`config.mk`:
```
export PLATFORM = sky130hd
export DESIGN_NAME = spi_regfile_peripheral_flat
export DESIGN_NICKNAME = d
export VERILOG_FILES = /design/src/rtl/spi_regfile_peripheral_if.sv /design/src/rtl/spi_regfile_peripheral.sv /design/src/flat_wrapper.sv
export SDC_FILE = /design/constraint.sdc
export NUM_CORES = 1
export LEC_CHECK = 0
export BUFFER_PORTS_ARGS = -buffer_cell sky130_fd_sc_hd__buf_2
export CAP_MARGIN = 20
export CELL_PAD_IN_SITES_DETAIL_PLACEMENT = 0
export CELL_PAD_IN_SITES_GLOBAL_PLACEMENT = 2
export CORE_MARGIN = 3
export CORE_UTILIZATION = 40
export DETAILED_ROUTE_END_ITERATION = 6
export MAX_ROUTING_LAYER = met4
export PLACE_DENSITY = 0.87
export SLEW_MARGIN = 20
export SYNTH_ARGS = -nofsm -noshare
export SYNTH_HDL_FRONTEND = slang
export SYNTH_SLANG_ARGS = --single-unit
export TNS_END_PERCENT = 1
```
`constraint.sdc`:
```
create_clock -name clk -period 8.76 [get_ports clk]
set_clock_uncertainty 0.15 [all_clocks]
set_input_delay 1.752 -clock clk [delete_from_list [all_inputs] [get_ports clk]]
set_output_delay 1.752 -clock clk [all_outputs]
set_load 0.05 [all_outputs]
```
`src/rtl/spi_regfile_peripheral_if.sv`:
```
// Pin-side and core-side signals of the SPI register-file peripheral.
// The peripheral uses the slave modport; a controller/testbench uses master.
interface spi_regfile_peripheral_if #(
  parameter int DATA_W   = 8,
  parameter int ADDR_W   = 7,
  parameter int NUM_REGS = 8
);
  logic                       nCS;
  logic                       SCLK;
  logic                       COPI;
  logic                       CIPO;
  logic                       cipo_oe;
  logic [NUM_REGS*DATA_W-1:0] regs_out;
  logic                       wr_strobe;
  logic [ADDR_W-1:0]          wr_addr;
  logic                       frame_err;
  logic [7:0]                 err_count;

  modport slave (
    input  nCS, SCLK, COPI,
    output CIPO, cipo_oe, regs_out, wr_strobe, wr_addr, frame_err, err_count
  );

  modport master (
    output nCS, SCLK, COPI,
    input  CIPO, cipo_oe, regs_out, wr_strobe, wr_addr, frame_err, err_count
  );
endinterface

```
`src/rtl/spi_regfile_peripheral.sv`:
```
// SPI mode-0 peripheral exposing NUM_REGS registers with read-back, write strobe
// and framing-error detection. Pins are oversampled in the clk domain.
module spi_regfile_peripheral #(
  parameter int DATA_W      = 8,
  parameter int ADDR_W      = 7,
  parameter int NUM_REGS    = 8,
  parameter int SYNC_STAGES = 2
) (
  input logic                     clk,
  input logic                     rst,
  spi_regfile_peripheral_if.slave bus
);
  localparam int FRAME_W = 1 + ADDR_W + DATA_W;
  localparam int CNT_W   = $clog2(FRAME_W + 2);
  localparam int ADDR_P1 = ADDR_W + 1;
  localparam logic [CNT_W-1:0]  CNT_CMD    = CNT_W'(1 + ADDR_W);
  localparam logic [CNT_W-1:0]  CNT_FRAME  = CNT_W'(FRAME_W);
  localparam logic [CNT_W-1:0]  CNT_SAT    = CNT_W'(FRAME_W + 1);
  localparam logic [ADDR_W:0]   NUM_REGS_L = ADDR_P1'(NUM_REGS);

  typedef enum logic [1:0] {S_IDLE, S_CMD, S_DATA, S_OVER} state_t;
  state_t r_state, w_state_next;

  logic [SYNC_STAGES-1:0] r_ncs_sync, r_sclk_sync, r_copi_sync;
  logic                   r_ncs_d, r_sclk_d;
  logic                   w_ncs, w_sclk, w_copi;
  logic                   w_sclk_rise, w_sclk_fall, w_ncs_rise;

  logic [CNT_W-1:0]           r_cnt;
  logic [FRAME_W-1:0]         r_shift;
  logic [DATA_W-1:0]          r_rd_shift, w_rd_data;
  logic                       r_cipo, r_cipo_oe;
  logic                       r_wr_strobe, r_frame_err;
  logic [ADDR_W-1:0]          r_wr_addr;
  logic [7:0]                 r_err_count;
  logic [NUM_REGS*DATA_W-1:0] w_regs_flat;
  logic                       w_load_rd, w_do_wr, w_do_err;

  logic              w_cmd_rw, w_fr_rw;
  logic [ADDR_W-1:0] w_cmd_addr, w_fr_addr;
  logic [DATA_W-1:0] w_fr_data;

  always_ff @(posedge clk or posedge rst) begin
    if (rst) begin
      r_ncs_sync  <= '1;
      r_sclk_sync <= '0;
      r_copi_sync <= '0;
      r_ncs_d     <= 1'b1;
      r_sclk_d    <= 1'b0;
    end else begin
      r_ncs_sync  <= {r_ncs_sync[SYNC_STAGES-2:0], bus.nCS};
      r_sclk_sync <= {r_sclk_sync[SYNC_STAGES-2:0], bus.SCLK};
      r_copi_sync <= {r_copi_sync[SYNC_STAGES-2:0], bus.COPI};
      r_ncs_d     <= w_ncs;
      r_sclk_d    <= w_sclk;
    end
  end

  assign w_ncs       = r_ncs_sync[SYNC_STAGES-1];
  assign w_sclk      = r_sclk_sync[SYNC_STAGES-1];
  assign w_copi      = r_copi_sync[SYNC_STAGES-1];
  assign w_sclk_rise = w_sclk & ~r_sclk_d & ~w_ncs;
  assign w_sclk_fall = ~w_sclk & r_sclk_d;
  assign w_ncs_rise  = w_ncs & ~r_ncs_d;

  // Command fields are taken from the low bits right after the address completes;
  // frame fields are taken from the full shift register at commit time.
  assign w_cmd_rw   = r_shift[ADDR_W];
  assign w_cmd_addr = r_shift[ADDR_W-1:0];
  assign w_fr_rw    = r_shift[FRAME_W-1];
  assign w_fr_addr  = r_shift[DATA_W +: ADDR_W];
  assign w_fr_data  = r_shift[DATA_W-1:0];

  assign w_do_wr  = w_ncs_rise && (r_cnt == CNT_FRAME) && w_fr_rw &&
                    ({1'b0, w_fr_addr} < NUM_REGS_L);
  assign w_do_err = w_ncs_rise && (r_cnt != CNT_FRAME) && (r_cnt != '0);

  always_ff @(posedge clk or posedge rst) begin
    if (rst) r_state <= S_IDLE;
    else     r_state <= w_state_next;
  end

  always_comb begin
    w_state_next = r_state;
    w_load_rd    = 1'b0;
    case (r_state)
      S_IDLE: if (!w_ncs) w_state_next = S_CMD;
      S_CMD: begin
        if (w_ncs) w_state_next = S_IDLE;
        else if (r_cnt == CNT_CMD) begin
          w_state_next = S_DATA;
          w_load_rd    = 1'b1;
        end
      end
      S_DATA: begin
        if (w_ncs) w_state_next = S_IDLE;
        else if (r_cnt > CNT_FRAME) w_state_next = S_OVER;
      end
      S_OVER: if (w_ncs) w_state_next = S_IDLE;
      default: w_state_next = S_IDLE;
    endcase
  end

  // Write frames and out-of-range reads load zero, so CIPO stays low for them.
  always_comb begin
    w_rd_data = '0;
    for (int i = 0; i < NUM_REGS; i++) begin
      if (!w_cmd_rw && (w_cmd_addr == ADDR_W'(i))) w_rd_data = w_regs_flat[i*DATA_W +: DATA_W];
    end
  end

  always_ff @(posedge clk or posedge rst) begin
    if (rst) begin
      r_cnt      <= '0;
      r_shift    <= '0;
      r_rd_shift <= '0;
      r_cipo     <= 1'b0;
      r_cipo_oe  <= 1'b0;
    end else begin
      r_cipo_oe <= ~w_ncs;
      if (w_ncs) begin
        r_cnt  <= '0;
        r_cipo <= 1'b0;
      end else begin
        if (w_sclk_rise) begin
          if (r_cnt < CNT_FRAME) begin
            r_shift <= {r_shift[FRAME_W-2:0], w_copi};
            r_cnt   <= r_cnt + CNT_W'(1);
          end else begin
            r_cnt <= CNT_SAT;
          end
        end
        if (w_load_rd) begin
          r_rd_shift <= w_rd_data;
        end else if (w_sclk_fall && (r_state == S_DATA || r_state == S_OVER)) begin
          r_cipo     <= r_rd_shift[DATA_W-1];
          r_rd_shift <= r_rd_shift << 1;
        end
      end
    end
  end

  genvar gi;
  generate
    for (gi = 0; gi < NUM_REGS; gi++) begin : g_reg
      logic [DATA_W-1:0] r_reg;
      always_ff @(posedge clk or posedge rst) begin
        if (rst) r_reg <= '0;
        else if (w_do_wr && (w_fr_addr == ADDR_W'(gi))) r_reg <= w_fr_data;
      end
      assign w_regs_flat[gi*DATA_W +: DATA_W] = r_reg;
    end
  endgenerate

  always_ff @(posedge clk or posedge rst) begin
    if (rst) begin
      r_wr_strobe <= 1'b0;
      r_wr_addr   <= '0;
      r_frame_err <= 1'b0;
      r_err_count <= '0;
    end else begin
      r_wr_strobe <= w_do_wr;
      r_frame_err <= w_do_err;
      if (w_do_wr) r_wr_addr <= w_fr_addr;
      if (w_do_err && (r_err_count != 8'hFF)) r_err_count <= r_err_count + 8'd1;
    end
  end

  assign bus.CIPO      = r_cipo;
  assign bus.cipo_oe   = r_cipo_oe;
  assign bus.regs_out  = w_regs_flat;
  assign bus.wr_strobe = r_wr_strobe;
  assign bus.wr_addr   = r_wr_addr;
  assign bus.frame_err = r_frame_err;
  assign bus.err_count = r_err_count;
endmodule

```
`src/flat_wrapper.sv`:
```
// flat-port wrapper written by rule: the top's interface ports become plain ports
module spi_regfile_peripheral_flat 
#(
  parameter int DATA_W      = 8,
  parameter int ADDR_W      = 7,
  parameter int NUM_REGS    = 8,
  parameter int SYNC_STAGES = 2
)
  (clk, rst, bus_nCS, bus_SCLK, bus_COPI, bus_CIPO, bus_cipo_oe, bus_regs_out, bus_wr_strobe, bus_wr_addr, bus_frame_err, bus_err_count);
  spi_regfile_peripheral_if #(.DATA_W(DATA_W), .ADDR_W(ADDR_W), .NUM_REGS(NUM_REGS)) bus_i ();
  input logic clk;
  input logic rst;
  input wire logic [$bits(bus_i.nCS)-1:0] bus_nCS;
  input wire logic [$bits(bus_i.SCLK)-1:0] bus_SCLK;
  input wire logic [$bits(bus_i.COPI)-1:0] bus_COPI;
  output wire logic [$bits(bus_i.CIPO)-1:0] bus_CIPO;
  output wire logic [$bits(bus_i.cipo_oe)-1:0] bus_cipo_oe;
  output wire logic [$bits(bus_i.regs_out)-1:0] bus_regs_out;
  output wire logic [$bits(bus_i.wr_strobe)-1:0] bus_wr_strobe;
  output wire logic [$bits(bus_i.wr_addr)-1:0] bus_wr_addr;
  output wire logic [$bits(bus_i.frame_err)-1:0] bus_frame_err;
  output wire logic [$bits(bus_i.err_count)-1:0] bus_err_count;
  assign bus_i.nCS = bus_nCS;
  assign bus_i.SCLK = bus_SCLK;
  assign bus_i.COPI = bus_COPI;
  assign bus_CIPO = bus_i.CIPO;
  assign bus_cipo_oe = bus_i.cipo_oe;
  assign bus_regs_out = bus_i.regs_out;
  assign bus_wr_strobe = bus_i.wr_strobe;
  assign bus_wr_addr = bus_i.wr_addr;
  assign bus_frame_err = bus_i.frame_err;
  assign bus_err_count = bus_i.err_count;
  spi_regfile_peripheral #(.DATA_W(DATA_W), .ADDR_W(ADDR_W), .NUM_REGS(NUM_REGS), .SYNC_STAGES(SYNC_STAGES)) u_core (.clk(clk), .rst(rst), .bus(bus_i));
endmodule
```
Word level (Yosys, flattened, before mapping)
Index checks and enable logic that the tools add are counted.
{"block": "word_totals", "reg_bits": 122}
{"block": "classes", "addsub": 2, "n_lt_le_gt_ge": 3, "n_eq_ne": 26, "muxes": 26, "n_bitwise": 8, "n_reduce_logical": 36}
{"op": "$mux 8", "n": 10}
{"op": "$eq 7x3->1 const B", "n": 8}
{"op": "$eq 7x2->1 const B", "n": 4}
{"op": "$logic_and 1x1->1", "n": 23}
{"op": "$mux 5", "n": 3}
{"op": "$eq 7x1->1 const B", "n": 2}
{"op": "$logic_not 7->1", "n": 2}
{"op": "$mux 2", "n": 6}
{"op": "$add 8x1->8 const B", "n": 1}
{"op": "$ne 8x8->1 const B", "n": 1}
{"op": "$pmux 2 s4", "n": 1}
{"op": "$lt 7x4->1 const B", "n": 1}
{"op": "$mux 1", "n": 6}
{"op": "$ne 3x1->1 const B", "n": 2}
{"op": "$reduce_bool 2->1", "n": 3}
{"op": "$add 5x1->5 const B", "n": 1}
{"op": "$eq 5x4->1 const B", "n": 1}
{"op": "$eq 5x5->1 const B", "n": 1}
{"op": "$gt 5x5->1 const B", "n": 1}
{"op": "$lt 5x5->1 const B", "n": 1}
{"op": "$ne 5x5->1 const B", "n": 1}
{"op": "$reduce_bool 5->1", "n": 1}
{"op": "$and 1x1->1", "n": 4}
{"op": "$eq 2x2->1 const B", "n": 2}
{"op": "other kinds (10)", "n": 15}

Depth between registers and ports, before layout
{"block": "logic_depth", "word_depth": 11, "depth_mapped": 8, "ltp_nobuf": 7}

Worst setup path after synthesis
Ideal clock, no wire load.
{"block": "synth_timing", "path_kind": "reg-to-output", "startpoint": "register u_core.r_err_count[4], in the netlist u_core.bus.err_count[4]", "endpoint": "output bus_err_count[4]", "arrival_ns": 0.665, "path_slack_ns": 6.193, "path_stages_with_launch": 1, "n_path_buf": 0, "path_cell_list": "dfrtp_1"}
{"element": "start: declaration", "line_no": "spi_regfile_peripheral.sv:35", "rtl": "logic [7:0] r_err_count;"}
{"element": "start signal: assignment", "line_no": "spi_regfile_peripheral.sv:165", "rtl": "if (w_do_err && (r_err_count != 8'hFF)) r_err_count <= r_err_count + 8'd1;"}
{"element": "end: declaration", "line_no": "flat_wrapper.sv:22", "rtl": "output wire logic [$bits(bus_i.err_count)-1:0] bus_err_count;"}
No word-level cell between the ends.

Worst setup path in the final report
{"block": "layout_timing", "startpoint": "register u_core.r_err_count[4], in the netlist u_core.bus.err_count[4]", "endpoint": "output bus_err_count[4]"}
No word-level cell between the ends.

==> results.ini <==
[status]
status=complete, no violations

[worst_setup_path]
endpoint_kind=output port
worstSetupStartpointType=flop
cp_slowest_stage_delay_ps=430
reg2reg_slack_ps=5940
crit_required_ps=6860
cp_num_buf_inv=1
crit_family=flip-flops
worstPathMaxFanout=6
crit_arrival_ps=1150
critical_path_class=reg -> out
cp_slowest_cell=dfrtp_1
crit_chain=buf_2

[run]
cap_violations=0

[power]
p_comb_share_pct=11.6
switching_share_pct=29.4
p_clk_share_pct=43.9
leakage_uw=0.00325
power_uw=1510
power_density_nw_per_um2=232
ir_drop_uv=129
power.switching_uw=444
internal_power_uw=1070
seqPwrFrac_pct=44.4

[logic_synthesis]
seq_area_frac_synth_pct=57.0
syn-num-nets=444
synth_edf_count=0
async_reset_ff_share_pct=100
ys_warn_count=0
syn_avg_cell_area_um2=12.3
synth_cell_type_count=52
synth-seq-cells=122
netlist_instances=436
synth_flop_cell=dfrtp_1
synth_area_um2=5370

[cells_and_area]
multi_input_area_um2=2170
syn_to_final_growth_pct=21.2
layout-drive-gt1-share_pct=40.8
final_util_pct=50.5
regArea_um2=3060
largest_register_ffs=64
antenna_cells=0
nets=525
layout_common_cells=dfrtp_1 (119), buf_2 (87), mux2_2 (82)
final_cell_area_um2=6500
fillers=1116
layout_commonest_cell=dfrtp_1

[timing]
hold_violations=0
fmax_ghz=0.328
setup_tns_ps=0
setup-violations-final=0
post-route-period-util_pct=34.8
fin_crit_ps=3050
final-max-slew-violation-count=0
slew_headroom_pct=29.0
worst_pin_slew_ps=1070
holdWs_ps=205
rsz0062_at_grt=false

[drt]
dr.pass1.iters=5
wirelength_mm=12.9
drc=0
drt_first_iter_violations=242
vias=3729
wire_per_inst_um=18.3
drt-vias-per-instance=5.31
final_antenna_net_count=0

[clock_network]
cts_num_sinks=122
insertion_delay_ps=420
path_clk_slew_ps=50
hold_buffers=0
clockBufferDepth=2
cts_tree=yes
htreeDepth=4
numCtsBuffers=17
post-cts-setup-buffers=0
cts-root-buf=clkbuf_16
cts_resized=0

[floorplanning]
die_w_um=122
die-area_um2=14800
die_h_um=122
ios=88
initial_utilization_pct=41.7
rows=41
core-area_um2=12900

[hold_path]
hold_path_class=reg -> reg

[global_routing]
grt_pass1_wl_mm=20.6
antenna_found_initial=0
grt-ovfl-total=0
grt_max_degree=76
grt_pass1_vias=3771
grt_use_total_pct=19.1

[placement]
gp_congestion=0.775
dp_hpwl_mm=8.44
io_buffers=87
placed_area_um2=5940

## cell families (layout without fill, tap and decap cells)
family	Yosys count	count (layout)	share of synthesized area (%)
adders and majority gates	3	3	0.700
DFF	122	122	57.0
xor gates and xnor gates	7	7	1.14
AOI/OAI and AO/OA	63	63	7.88
muxes	91	91	19.4
buffers and inverters	36	130	2.54
and+or+nand+nor	114	114	11.4
## final timing paths
| path | startpoint | to | cells past startpoint |
|---|---|---|---|
| setup / recovery | u_core.bus.err_count[4] | bus_err_count[4] | 1 |
| hold / removal | u_core.r_ncs_sync[0] | u_core.r_ncs_sync[1] | 0 |
| setup reg to reg | u_core.r_ncs_sync[1] | u_core.g_reg[3].r_reg[2] | 5 |
| hold reg to reg | u_core.r_ncs_sync[0] | u_core.r_ncs_sync[1] | 0 |
| max in group asynchronous | rst | u_core.g_reg[3].r_reg[3] | 3 |
| min in group asynchronous | rst | u_core.bus.err_count[1] | 2 |
## synthesized netlist by cell type, drive strengths merged, types with 4 or more instances
cell type    n  area [µm²]
dfrtp      119        2980
mux2        82         923
clkbuf      26        97.6
nor2        26         100
nand2       25        93.8
o21ai       17        85.1
a211oi      11        82.6
nand2b      11        68.8
o221ai      10        87.6
a21oi        8        40.0
nor2b        8        50.1
nor3         8        56.3
inv          7        26.3
mux2i        7        70.1
nand3        7        35.0
a31oi        5        31.3
and2         5        31.3
nand4        5        31.3
xnor2        5        43.8
nand3b       4        30.0
## metal layers
metal | track usage [%] | routed length, µm | up-vias
met1 | 24.8 | 5790 | 1856
li1 | - | - | 1737
met4 | 4.62 | 130 | 0
met2 | 29.4 | 6210 | 121
met3 | 5.85 | 736 | 15
met5 | - | 0 | -
## layout make-up
cell class | count | share of cell area (%)
flip-flops and latches | 122 | 47.0
clock inverters | 10 | 1.42
clock buffers | 22 | 7.29
multi-input cells | 278 | 33.4
repair buffers | 90 | 7.04
inverters | 8 | 0.500
well taps | 172 | 3.31
## metrics by stage
stage	instances	setup WS, ps
after floorplan	436	3620
after global placement	670	5310
after detailed placement	670	5290
after CTS	702	5690
after global routing	702	5570
final	702	5710
## power groups by stage
stage	Sequential [µW]	Clock, µW	Combinational, µW
after global placement	678	0	176
after global routing	680	702	193
after floorplan	645	0	157
after detailed placement	680	0	178
after CTS	671	676	178
final	671	664	175
Power figures use the tool's default switching activity.
